File: config.mk
export PLATFORM = sky130hd
export DESIGN_NAME = rc4_avalon_master_flat
export DESIGN_NICKNAME = d
export VERILOG_FILES = /design/src/rtl/rc4_avalon_master_if.sv /design/src/rtl/rc4_avalon_master.sv /design/src/flat_wrapper.sv
export SDC_FILE = /design/constraint.sdc
export NUM_CORES = 1
export LEC_CHECK = 0
export ABC_AREA = 1
export CELL_PAD_IN_SITES_DETAIL_PLACEMENT = 0
export CELL_PAD_IN_SITES_GLOBAL_PLACEMENT = 1
export CORE_AREA = 3 3 122 124
export DETAILED_ROUTE_END_ITERATION = 16
export DIE_AREA = 0 0 125 127
export PLACE_DENSITY_LB_ADDON = 0.1
export SLEW_MARGIN = 20
export SYNTH_ARGS = -nofsm -noshare
export SYNTH_HDL_FRONTEND = slang
export SYNTH_SLANG_ARGS = --single-unit
File: constraint.sdc
create_clock -name clk -period 2.2 [get_ports clk]
set_input_delay 0.33 -clock clk [delete_from_list [all_inputs] [get_ports clk]]
set_output_delay 0.33 -clock clk [all_outputs]
set_load 0.1 [all_outputs]
File: src/rtl/rc4_avalon_master_if.sv
// Avalon-MM command/response bundle between rc4_avalon_master and the RC4 core slave port.
interface rc4_avalon_master_if;
  logic        avm_chipselect;
  logic        avm_read;
  logic        avm_write;
  logic [3:0]  avm_byteenable;
  logic [31:0] avm_writedata;
  logic [31:0] avm_readdata;
  logic        avm_waitrequest;

  modport master (
    output avm_chipselect, avm_read, avm_write, avm_byteenable, avm_writedata,
    input  avm_readdata, avm_waitrequest
  );

  modport slave (
    input  avm_chipselect, avm_read, avm_write, avm_byteenable, avm_writedata,
    output avm_readdata, avm_waitrequest
  );
endinterface

File: src/rtl/rc4_avalon_master.sv
// RC4 core driver: reset core, load key, poll ready, stream keystream bytes; 4 cycles/byte best case,
// every stage stalls on waitrequest / key_valid / ks_ready. Optional poll timeout: RC4_POLL_TIMEOUT_EN.
module rc4_avalon_master #(
  parameter int KEY_LEN      = 16,
  parameter int READ_LATENCY = 1,
  parameter int POLL_TIMEOUT = 1024
) (
  input  logic                       clk,
  input  logic                       reset,
  input  logic                       start,
  input  logic [15:0]                ks_count,
  input  logic                       stop,
  input  logic [7:0]                 key_data,
  input  logic                       key_valid,
  output logic                       key_ready,
  output logic [7:0]                 ks_data,
  output logic                       ks_valid,
  input  logic                       ks_ready,
  output logic                       busy,
  output logic                       done,
  output logic                       err,
  rc4_avalon_master_if.master        avm
);
  typedef enum logic [3:0] {
    IDLE, RST_WR, KEY_WAIT, KEY_WR, POLL_RD, POLL_WAIT,
    KS_RD, KS_WAIT, KS_OUT, ADV_WR, DONE
  } state_t;

  localparam logic [7:0] KEY_LAST = 8'(KEY_LEN - 1);
  localparam logic [2:0] LAT_LAST = 3'(READ_LATENCY - 1);

  state_t      state_q, state_d;
  logic [7:0]  key_idx_q, key_idx_d, key_byte_q, key_byte_d, ks_data_q, ks_data_d;
  logic [15:0] ks_cnt_q, ks_cnt_d, ks_tgt_q, ks_tgt_d;
  logic [2:0]  lat_q, lat_d;
  logic        stop_seen_q, stop_seen_d;
  logic        rd_q, rd_d, wr_q, wr_d;
  logic [3:0]  be_q, be_d;
  logic [31:0] wd_q, wd_d;
  logic        key_ready_q, key_ready_d, ks_valid_q, ks_valid_d;
  logic        busy_q, busy_d, done_q, done_d;
  logic        accept, data_vld, core_rdy;
  logic        unused_rd;

`ifdef RC4_POLL_TIMEOUT_EN
  localparam logic [15:0] POLL_LAST = 16'(POLL_TIMEOUT - 1);
  logic [15:0] poll_q, poll_d;
  logic        err_q, err_d;
  assign err = err_q;
`else
  localparam int unused_poll_timeout = POLL_TIMEOUT;
  assign err = 1'b0;
`endif

  assign accept    = ~avm.avm_waitrequest;
  assign data_vld  = (lat_q == LAT_LAST);
  assign core_rdy  = avm.avm_readdata[24];
  assign unused_rd = ^{avm.avm_readdata[31:25], avm.avm_readdata[23:8]};

  always_comb begin
    state_d     = state_q;
    key_idx_d   = key_idx_q;
    key_byte_d  = key_byte_q;
    ks_data_d   = ks_data_q;
    ks_cnt_d    = ks_cnt_q;
    ks_tgt_d    = ks_tgt_q;
    lat_d       = lat_q;
    // stop is remembered from anywhere in a session and consumed at the next byte handshake
    stop_seen_d = stop_seen_q | (stop && state_q != IDLE);
`ifdef RC4_POLL_TIMEOUT_EN
    poll_d      = poll_q;
    err_d       = err_q;
`endif
    case (state_q)
      IDLE: if (start) begin
        state_d     = RST_WR;
        ks_tgt_d    = ks_count;
        ks_cnt_d    = '0;
        key_idx_d   = '0;
        stop_seen_d = 1'b0;
`ifdef RC4_POLL_TIMEOUT_EN
        err_d       = 1'b0;
`endif
      end
      RST_WR: if (accept) state_d = KEY_WAIT;
      KEY_WAIT: if (key_valid) begin
        key_byte_d = key_data;
        state_d    = KEY_WR;
      end
      KEY_WR: if (accept) begin
        if (key_idx_q == KEY_LAST) begin
          key_idx_d = '0;
          state_d   = POLL_RD;
`ifdef RC4_POLL_TIMEOUT_EN
          poll_d    = '0;
`endif
        end else begin
          key_idx_d = key_idx_q + 8'd1;
          state_d   = KEY_WAIT;
        end
      end
      POLL_RD, KS_RD: if (accept) begin
        lat_d   = '0;
        state_d = (state_q == POLL_RD) ? POLL_WAIT : KS_WAIT;
      end
      POLL_WAIT: if (data_vld) begin
        if (core_rdy) state_d = KS_RD;
`ifdef RC4_POLL_TIMEOUT_EN
        else if (poll_q == POLL_LAST) begin
          err_d   = 1'b1;
          state_d = DONE;
        end else begin
          poll_d  = poll_q + 16'd1;
          state_d = POLL_RD;
        end
`else
        else state_d = POLL_RD;
`endif
      end else lat_d = lat_q + 3'd1;
      KS_WAIT: if (data_vld) begin
        ks_data_d = avm.avm_readdata[7:0];
        state_d   = KS_OUT;
      end else lat_d = lat_q + 3'd1;
      KS_OUT: if (ks_ready) begin
        ks_cnt_d    = ks_cnt_q + 16'd1;
        stop_seen_d = 1'b0;
        if ((ks_tgt_q != 16'd0 && ks_cnt_d == ks_tgt_q) || stop_seen_q || stop) state_d = DONE;
        else state_d = ADV_WR;
      end
      ADV_WR: if (accept) state_d = KS_RD;
      DONE: state_d = IDLE;
      default: state_d = IDLE;
    endcase

    // Outputs are decoded from the next state so they leave the flops aligned with state_q.
    rd_d = state_d inside {POLL_RD, KS_RD};
    wr_d = state_d inside {RST_WR, KEY_WR, ADV_WR};
    case (state_d)
      RST_WR:         begin be_d = 4'b1000; wd_d = 32'h0200_0000;                end
      KEY_WR:         begin be_d = 4'b1001; wd_d = {8'h01, 16'h0000, key_byte_d}; end
      ADV_WR:         begin be_d = 4'b1000; wd_d = 32'h0100_0000;                end
      POLL_RD, KS_RD: begin be_d = 4'b1111; wd_d = 32'h0000_0000;                end
      default:        begin be_d = 4'b0000; wd_d = 32'h0000_0000;                end
    endcase
    key_ready_d = (state_d == KEY_WAIT);
    ks_valid_d  = (state_d == KS_OUT);
    busy_d      = !(state_d inside {IDLE, DONE});
    done_d      = (state_d == DONE);
  end

  always_ff @(posedge clk) begin
    if (reset) begin
      state_q     <= IDLE;
      key_idx_q   <= '0;
      key_byte_q  <= '0;
      ks_data_q   <= '0;
      ks_cnt_q    <= '0;
      ks_tgt_q    <= '0;
      lat_q       <= '0;
      stop_seen_q <= 1'b0;
      rd_q        <= 1'b0;
      wr_q        <= 1'b0;
      be_q        <= '0;
      wd_q        <= '0;
      key_ready_q <= 1'b0;
      ks_valid_q  <= 1'b0;
      busy_q      <= 1'b0;
      done_q      <= 1'b0;
`ifdef RC4_POLL_TIMEOUT_EN
      poll_q      <= '0;
      err_q       <= 1'b0;
`endif
    end else begin
      state_q     <= state_d;
      key_idx_q   <= key_idx_d;
      key_byte_q  <= key_byte_d;
      ks_data_q   <= ks_data_d;
      ks_cnt_q    <= ks_cnt_d;
      ks_tgt_q    <= ks_tgt_d;
      lat_q       <= lat_d;
      stop_seen_q <= stop_seen_d;
      rd_q        <= rd_d;
      wr_q        <= wr_d;
      be_q        <= be_d;
      wd_q        <= wd_d;
      key_ready_q <= key_ready_d;
      ks_valid_q  <= ks_valid_d;
      busy_q      <= busy_d;
      done_q      <= done_d;
`ifdef RC4_POLL_TIMEOUT_EN
      poll_q      <= poll_d;
      err_q       <= err_d;
`endif
    end
  end

  assign avm.avm_chipselect = rd_q | wr_q;
  assign avm.avm_read       = rd_q;
  assign avm.avm_write      = wr_q;
  assign avm.avm_byteenable = be_q;
  assign avm.avm_writedata  = wd_q;
  assign key_ready          = key_ready_q;
  assign ks_data            = ks_data_q;
  assign ks_valid           = ks_valid_q;
  assign busy               = busy_q;
  assign done               = done_q;
endmodule

File: src/flat_wrapper.sv
// flat-port wrapper written by rule: the top's interface ports become plain ports
module rc4_avalon_master_flat 
#(
  parameter int KEY_LEN      = 16,
  parameter int READ_LATENCY = 1,
  parameter int POLL_TIMEOUT = 1024
)
  (clk, reset, start, ks_count, stop, key_data, key_valid, key_ready, ks_data, ks_valid, ks_ready, busy, done, err, avm_avm_chipselect, avm_avm_read, avm_avm_write, avm_avm_byteenable, avm_avm_writedata, avm_avm_readdata, avm_avm_waitrequest);
  rc4_avalon_master_if avm_i ();
  input  logic clk;
  input  logic reset;
  input  logic start;
  input  logic [15:0] ks_count;
  input  logic stop;
  input  logic [7:0] key_data;
  input  logic key_valid;
  output logic key_ready;
  output logic [7:0] ks_data;
  output logic ks_valid;
  input  logic ks_ready;
  output logic busy;
  output logic done;
  output logic err;
  output wire logic [$bits(avm_i.avm_chipselect)-1:0] avm_avm_chipselect;
  output wire logic [$bits(avm_i.avm_read)-1:0] avm_avm_read;
  output wire logic [$bits(avm_i.avm_write)-1:0] avm_avm_write;
  output wire logic [$bits(avm_i.avm_byteenable)-1:0] avm_avm_byteenable;
  output wire logic [$bits(avm_i.avm_writedata)-1:0] avm_avm_writedata;
  input wire logic [$bits(avm_i.avm_readdata)-1:0] avm_avm_readdata;
  input wire logic [$bits(avm_i.avm_waitrequest)-1:0] avm_avm_waitrequest;
  assign avm_avm_chipselect = avm_i.avm_chipselect;
  assign avm_avm_read = avm_i.avm_read;
  assign avm_avm_write = avm_i.avm_write;
  assign avm_avm_byteenable = avm_i.avm_byteenable;
  assign avm_avm_writedata = avm_i.avm_writedata;
  assign avm_i.avm_readdata = avm_avm_readdata;
  assign avm_i.avm_waitrequest = avm_avm_waitrequest;
  rc4_avalon_master #(.KEY_LEN(KEY_LEN), .READ_LATENCY(READ_LATENCY), .POLL_TIMEOUT(POLL_TIMEOUT)) u_core (.clk(clk), .reset(reset), .start(start), .ks_count(ks_count), .stop(stop), .key_data(key_data), .key_valid(key_valid), .key_ready(key_ready), .ks_data(ks_data), .ks_valid(ks_valid), .ks_ready(ks_ready), .busy(busy), .done(done), .err(err), .avm(avm_i));
endmodule
==> flow_summary.ini, run 1 <==
[synthesis]
synth_edf_count = 0
ys_seq_area_share_pct = 40.4
synthFlopType = dfxtp_1
ys_ff_latch = 83
synth_warnings = 0
syn_area_um2 = 4120
async_flop_share_pct = 0
netlist-cell-type-count = 34
syn_inst = 594
avgSynthCellArea_um2 = 6.93

[worst_setup_path]
startpoint = u_core.ks_cnt_q[1]
worstPathArrival_ps = 2480
r2r_start = u_core.ks_cnt_q[1]
path_class = reg2reg
critPathCaptureType = flip-flop
crit_fanout = 6
critical_path_required_ps = 2430
critPathLaunchType = flip-flop

[outcome]
violations = setup timing
outcome = finished with violations

[global_routing]
grt_max_degree = 34
overflow = 0
track_usage_pct = 14.7
grt_pass1_vias = 3872
antenna_found_initial = 0
grt_first_pass_wirelength_mm = 18.7

[floorplan]
rows = 43
die_x_um = 125
die_h_um = 127
start_util_pct = 29.7
io_pins = 115
dieArea_um2 = 15900
coreArea_um2 = 13900

[placement]
place_hpwl_mm = 8.75
place.gp.congestion = 0.860
portBuffers = 68

[detailed_routing]
drt_first_pass_iters = 4
route.antenna.remaining_nets = 0
wire_per_inst_um = 13.1
route.detailed.drc = 0
drt_iter0_drc = 196
wl_mm = 11.5
viasPerCell = 4.51
vias = 3965

[timing]
skew_ps = 7.44
drv_slew = 0
setup_ws_ps = -46.5
fmax_mhz = 445
hold_viol = 0
final.period_utilization_pct = 102
final-setup-viol-count = 14
rsz0062_at_grt = yes
period_needed_ps = 2250

[hold_path]
worst_hold_path_type = reg2reg
min_from = u_core.key_idx_q[7]

[final_layout]
most-common-layout-cells = 108 x nand2_1, 80 x nor2_1, 80 x dfxtp_1
layout_commonest_cell = nand2_1
antennaDiodeCount = 0
drive_gt1_share_pct = 17.9
final_core_util_pct = 39.4
nNetsFinal = 761
areaGrowthSynthToFinish_pct = 32.9

[clock_tree]
clk_latency_ps = 340
clock-root-buffer = clkbuf_16
tritoncts = built
clockBufferDepth = 2
numCtsBuffers = 9
clkTransAtPathRegs_ps = 70
h-tree-depth = 3
cts.sinks = 83

[power_and_ir_drop]
power.static_leakage_nw = 2.37
ir_drop_mv = 0.605
finalPower_w = 0.00383
power_density_nw_per_um2 = 701

[flow_run]
maxCapViolCount = 0
## sequential cells by signal, indices dropped and copies added (netlist names), 3 cells and up
register                   count
u_core.avm.avm_byteenable      3
u_core.avm.avm_writedata      10
u_core.key_byte_q              8
u_core.key_idx_q               8
u_core.ks_cnt_q               16
u_core.ks_data                 8
u_core.ks_tgt_q               16
u_core.lat_q                   3
u_core.state_q                 4
## where the power goes
part / total (W) / internal (W) / leakage [nW] / switching [W]
logic: 0.000747 / 0.000203 / 1.55 / 0.000543
clock network: 0.00149 / 0.000841 / 0.147 / 0.000652
registers: 0.00159 / 0.00156 / 0.676 / 0.0000305
## per-layer routing
metal	GRT usage (%)	share of wire, %	up-vias
met4	4.53	1.2	0
li1	-	-	2077
met3	3.47	3.0	11
met5	0	0	-
met1	18.2	46	1820
met2	25.6	50	57
## path summary, 6_finish.rpt
check        cells after the start  slack [ps]                            to
max                             18         -50  u_core.avm.avm_byteenable[3]
max reg2reg                     18         -50  u_core.avm.avm_byteenable[3]
min                              2         470           u_core.key_idx_q[7]
min reg2reg                      2         470           u_core.key_idx_q[7]
## kinds of logic (layout without fill, tap and decap cells)
logic type | after synthesis | after routing | synth area share [%]
other | 1 | 23 | 0.0911
adders and majority gates | 4 | 4 | 1.22
and+or+nand+nor | 298 | 298 | 32.9
AOI/OAI and AO/OA | 90 | 90 | 11.9
buffers and inverters | 116 | 199 | 12.8
DFF | 83 | 83 | 40.4
xor gates and xnor gates | 2 | 2 | 0.760
## cell usage after synthesis, types with 2 or more instances
cell type | instances | area (µm²)
inv_1 | 74 | 278
nor2_1 | 83 | 312
nand2_2 | 7 | 43.8
nand3_2 | 4 | 40.0
dfxtp_1 | 83 | 1660
inv_2 | 6 | 22.5
nand2_4 | 2 | 22.5
nand2_1 | 111 | 417
nor4_1 | 3 | 18.8
or2_2 | 3 | 18.8
nand3_1 | 43 | 215
ha_1 | 4 | 50.1
nor3_1 | 18 | 90.1
nand4_1 | 16 | 100
clkbuf_1 | 11 | 41.3
o32ai_1 | 3 | 26.3
o21ai_0 | 37 | 185
a21oi_1 | 43 | 215
buf_4 | 24 | 180
nor2_4 | 3 | 33.8
nor2_2 | 3 | 18.8
## final cells by class
type	instances	area (µm²)
Fill cell	1543	8410
Timing Repair Buffer	102	880
Clock inverter	5	43.8
Sequential cell	83	1670
Inverter	81	304
Multi-Input combinational cell	417	2100
Tap cell	180	225
Clock buffer	11	253
## worst max-delay path: stages, from the launching register on
cell and delay, ps:
dfxtp_2 350, ha_4 170, nand2_4 60, nor2_4 210, nand2_1 140, nand3_1 90, nand2_1 50, inv_1 60
nand3_1 80, nor2_1 90, nand2_1 80, nor2_1 120, nand2_1 80, nand2_2 110, nand2_2 80, nand2_4 100
nand2_4 100, nand3_4 100, nand3_1 70
## through the flow
step | hold slack (ps) | worst slack (ps) | cell area, µm² | setup TNS [ps] | instances
6_report | 470 | -46.5 | 5470 | -471 | 879
5_1_grt | 508 | -288 | 5470 | -4820 | 879
4_1_cts | 471 | -95.0 | 5460 | -1330 | 879
3_5_place_dp | 462 | -153 | 5060 | -2150 | 860
3_3_place_gp | 460 | -118 | 5060 | -1650 | 860
2_1_floorplan | 411 | 221 | 4200 | 0 | 616
## what timing repair did
| item | 4_1_cts | 5_1_grt |
|---|---|---|
| buffers inserted | 3 | 0 |
| resized for setup | 20 | 3 |
| cloned | 0 | 0 |
| pin swaps | 11 | 2 |
| hold buffers | 0 | 0 |
| endpoints found under the setup margin | 18 | 22 |
No activity file was read; power rests on OpenSTA's default activity.
==> inputs of run 2 (changes only) <==
--- a/config.mk
+++ b/config.mk
@@ -5,13 +5,14 @@
 export SDC_FILE = /design/constraint.sdc
 export NUM_CORES = 1
 export LEC_CHECK = 0
-export ABC_AREA = 1
 export CELL_PAD_IN_SITES_DETAIL_PLACEMENT = 0
 export CELL_PAD_IN_SITES_GLOBAL_PLACEMENT = 1
-export CORE_AREA = 3 3 122 124
+export CORE_AREA = 3 3 123 125
+export CTS_CLUSTER_SIZE = 8
 export DETAILED_ROUTE_END_ITERATION = 16
-export DIE_AREA = 0 0 125 127
+export DIE_AREA = 0 0 126 128
 export PLACE_DENSITY_LB_ADDON = 0.1
+export SETUP_SLACK_MARGIN = 0.02
 export SLEW_MARGIN = 20
 export SYNTH_ARGS = -nofsm -noshare
 export SYNTH_HDL_FRONTEND = slang
==> run 2 against run 1 <==
  * Clock skew down 3.0 ps
  * Sequential power is essentially flat
  * Largest cell class unchanged
  * Critical path type unchanged
  * Combinational power up 26%
  * Setup slack worse by 390 ps
  * The run still ends with setup timing left
==> flow_summary.ini, run 2 <==
[global_routing]
use_met1_pct = 18.6
grt_first_pass_wirelength_mm = 18.8
grt_pass1_vias = 3653
grt_max_degree = 26
overflow = 0
grt_busiest_layer = met2
grt.met2_usage_pct = 23.8
use_met3_pct = 3.54
antenna_found_initial = 0
track_usage_pct = 14.6

[flow_run]
maxCapViolCount = 0

[clock_tree]
clockBufferDepth = 2
tritoncts = built
h-tree-depth = 3
clk_latency_ps = 350
cts.sinks = 83
clkTransAtPathRegs_ps = 70
numCtsBuffers = 9
cts_hold_buf = 0
clock-root-buffer = clkbuf_16

[final_layout]
nNetsFinal = 728
drive_gt1_share_pct = 29.9
most-common-layout-cells = 127 x buf_4, 79 x dfxtp_1, 64 x nand2_1
areaGrowthSynthToFinish_pct = 43.6
fillers = 1432
layout_commonest_cell = buf_4
fin_area_um2 = 6010
antennaDiodeCount = 0

[floorplan]
io_pins = 115
rows = 43
die_x_um = 126
start_util_pct = 29.9
dieArea_um2 = 16100
die_h_um = 128
coreArea_um2 = 14000

[worst_setup_path]
path_class = reg2reg
r2r_start = u_core.ks_cnt_q[0]
worstPathArrival_ps = 2880
crit_fanout = 3
critPathLaunchType = flip-flop
endpoint = u_core.avm.avm_byteenable[3]
ff2ff_setup_slack_ps = -440
critPathCaptureType = flip-flop
rr_endpoint = u_core.avm.avm_byteenable[3]
worst-r2r-cell-count = 9
startpoint = u_core.ks_cnt_q[0]
critical_path_required_ps = 2440

[placement]
place_hpwl_mm = 8.95
place.gp.congestion = 0.828
portBuffers = 68
place_area_um2 = 5560
place_ws_ps = -484

[synthesis]
synthFlopType = dfxtp_1
synth_top_area_cell = dfxtp_1
synth_area_leaders = dfxtp_1 40%, nand2_1 5.7%, nor2_1 5.0%, buf_4 4.8%, a21oi_1 4.4%
synth_warnings = 0
synth_edf_count = 0
ys_seq_area_share_pct = 39.7
synthTopCellsByCount = 83 x dfxtp_1, 64 x nand2_1, 56 x nor2_1
yosysMostFrequentCell = dfxtp_1
syn_inst = 507
ys_ff_latch = 83
synth_top_area_share_pct = 39.7
async_flop_share_pct = 0
avgSynthCellArea_um2 = 8.25
syn_area_um2 = 4180
netlist-cell-type-count = 61

[timing]
period_needed_ps = 2640
fmax_mhz = 379
hold_viol = 0
skew_ps = 4.46
final-setup-viol-count = 18
setup_ws_ps = -436
drv_slew = 0
rsz0062_at_grt = yes
final.period_utilization_pct = 120

[power_and_ir_drop]
power.static_leakage_nw = 2.43
power_frac_clock_pct = 37.0
power_density_nw_per_um2 = 671
power_frac_seq_pct = 39.7
internal_power_w = 0.00268
p_switching_w = 0.00136
ir_drop_mv = 0.414
p_sw_share_pct = 33.6
power_frac_comb_pct = 23.3

[outcome]
outcome = finished with violations
violations = setup timing

[hold_path]
worst_hold_path_type = in2reg
hold_depth = 2

[detailed_routing]
route.antenna.remaining_nets = 0
drt_first_pass_iters = 4
wire_per_inst_um = 13.8
route.detailed.drc = 0
vias = 3920
viasPerCell = 4.63
drt_iter0_drc = 181
wl_mm = 11.7
==> run 2: cells by family after synthesis <==
| logic type | Yosys count | synth area share (%) |
|---|---|---|
| mux | 16 | 3.83 |
| buf+inv | 57 | 8.20 |
| fa+ha+maj | 4 | 1.20 |
| simple gates | 232 | 28.4 |
| flops | 83 | 39.7 |
| xor+xnor | 28 | 5.86 |
| other cells | 1 | 0.0897 |
| compound gates | 86 | 12.7 |
==> run 2: power groups by stage <==
stage,sequential [W],clock (W),combinational (W)
2_1_floorplan,0.00174,0,0.000521
3_3_place_gp,0.00164,0,0.000910
5_1_grt,0.00161,0.00160,0.00101
6_report,0.00160,0.00149,0.000939
4_1_cts,0.00160,0.00155,0.000971
3_5_place_dp,0.00164,0,0.000911
==> run 2: critical path, cell delays in order, from the launching register on <==
cell and delay, ps:
dfxtp_4 380, ha_4 150, nand3_4 90, or3_4 370
a222oi_1 300, o211a_1 200, nand4_1 160, or3_4 420
buf_4 150, a211o_4 310
==> run 2: through the flow <==
stage	util [%]	total power [W]	std cells	TNS, ps	hold slack, ps
floorplan	-	0.00226	529	-3880	410
global placement	39.7	0.00254	823	-6100	475
detailed placement	39.7	0.00255	823	-7230	485
CTS	42.6	0.00412	847	-6820	243
global route	42.9	0.00422	846	-8500	257
finish	42.9	0.00403	846	-5620	255
==> run 2: routing by layer <==
metal	vias to the layer above	share of wire [%]
met1	1801	45
met4	0	2.3
met5	-	0
met3	20	4.9
met2	79	47
li1	2020	-
==> run 2: final cells by class <==
class                   instances  area [µm²]  area share [%]
multi-input cells             389        2380            39.7
flip-flops and latches         83        1670            27.8
repair buffers                171        1400            23.4
clock buffers                   9         225            3.75
well taps                     180         225            3.75
clock inverters                 7        70.1            1.17
inverters                       7        26.3           0.438
==> run 2: how the worst min path moves through the flow <==
| stage | start | endpoint | slack, ps |
|---|---|---|---|
| final | reset | u_core.lat_q[2] | 250 |
| after global routing | reset | u_core.lat_q[1] | 260 |
| after CTS | reset | u_core.lat_q[2] | 240 |
| after detailed placement | u_core.ks_tgt_q[5] | u_core.ks_tgt_q[5] | 480 |
| after global placement | u_core.ks_tgt_q[5] | u_core.ks_tgt_q[5] | 470 |
| after floorplan | reset | u_core.state_q[3] | 410 |
==> run 2: what timing repair did <==
item                                   CTS  global route
resized for setup                        7            21
pin swaps                                7             2
endpoints found under the hold margin    0             0
gates cloned                             1             0
buffers inserted                         7             1
setup endpoints to repair               18            31
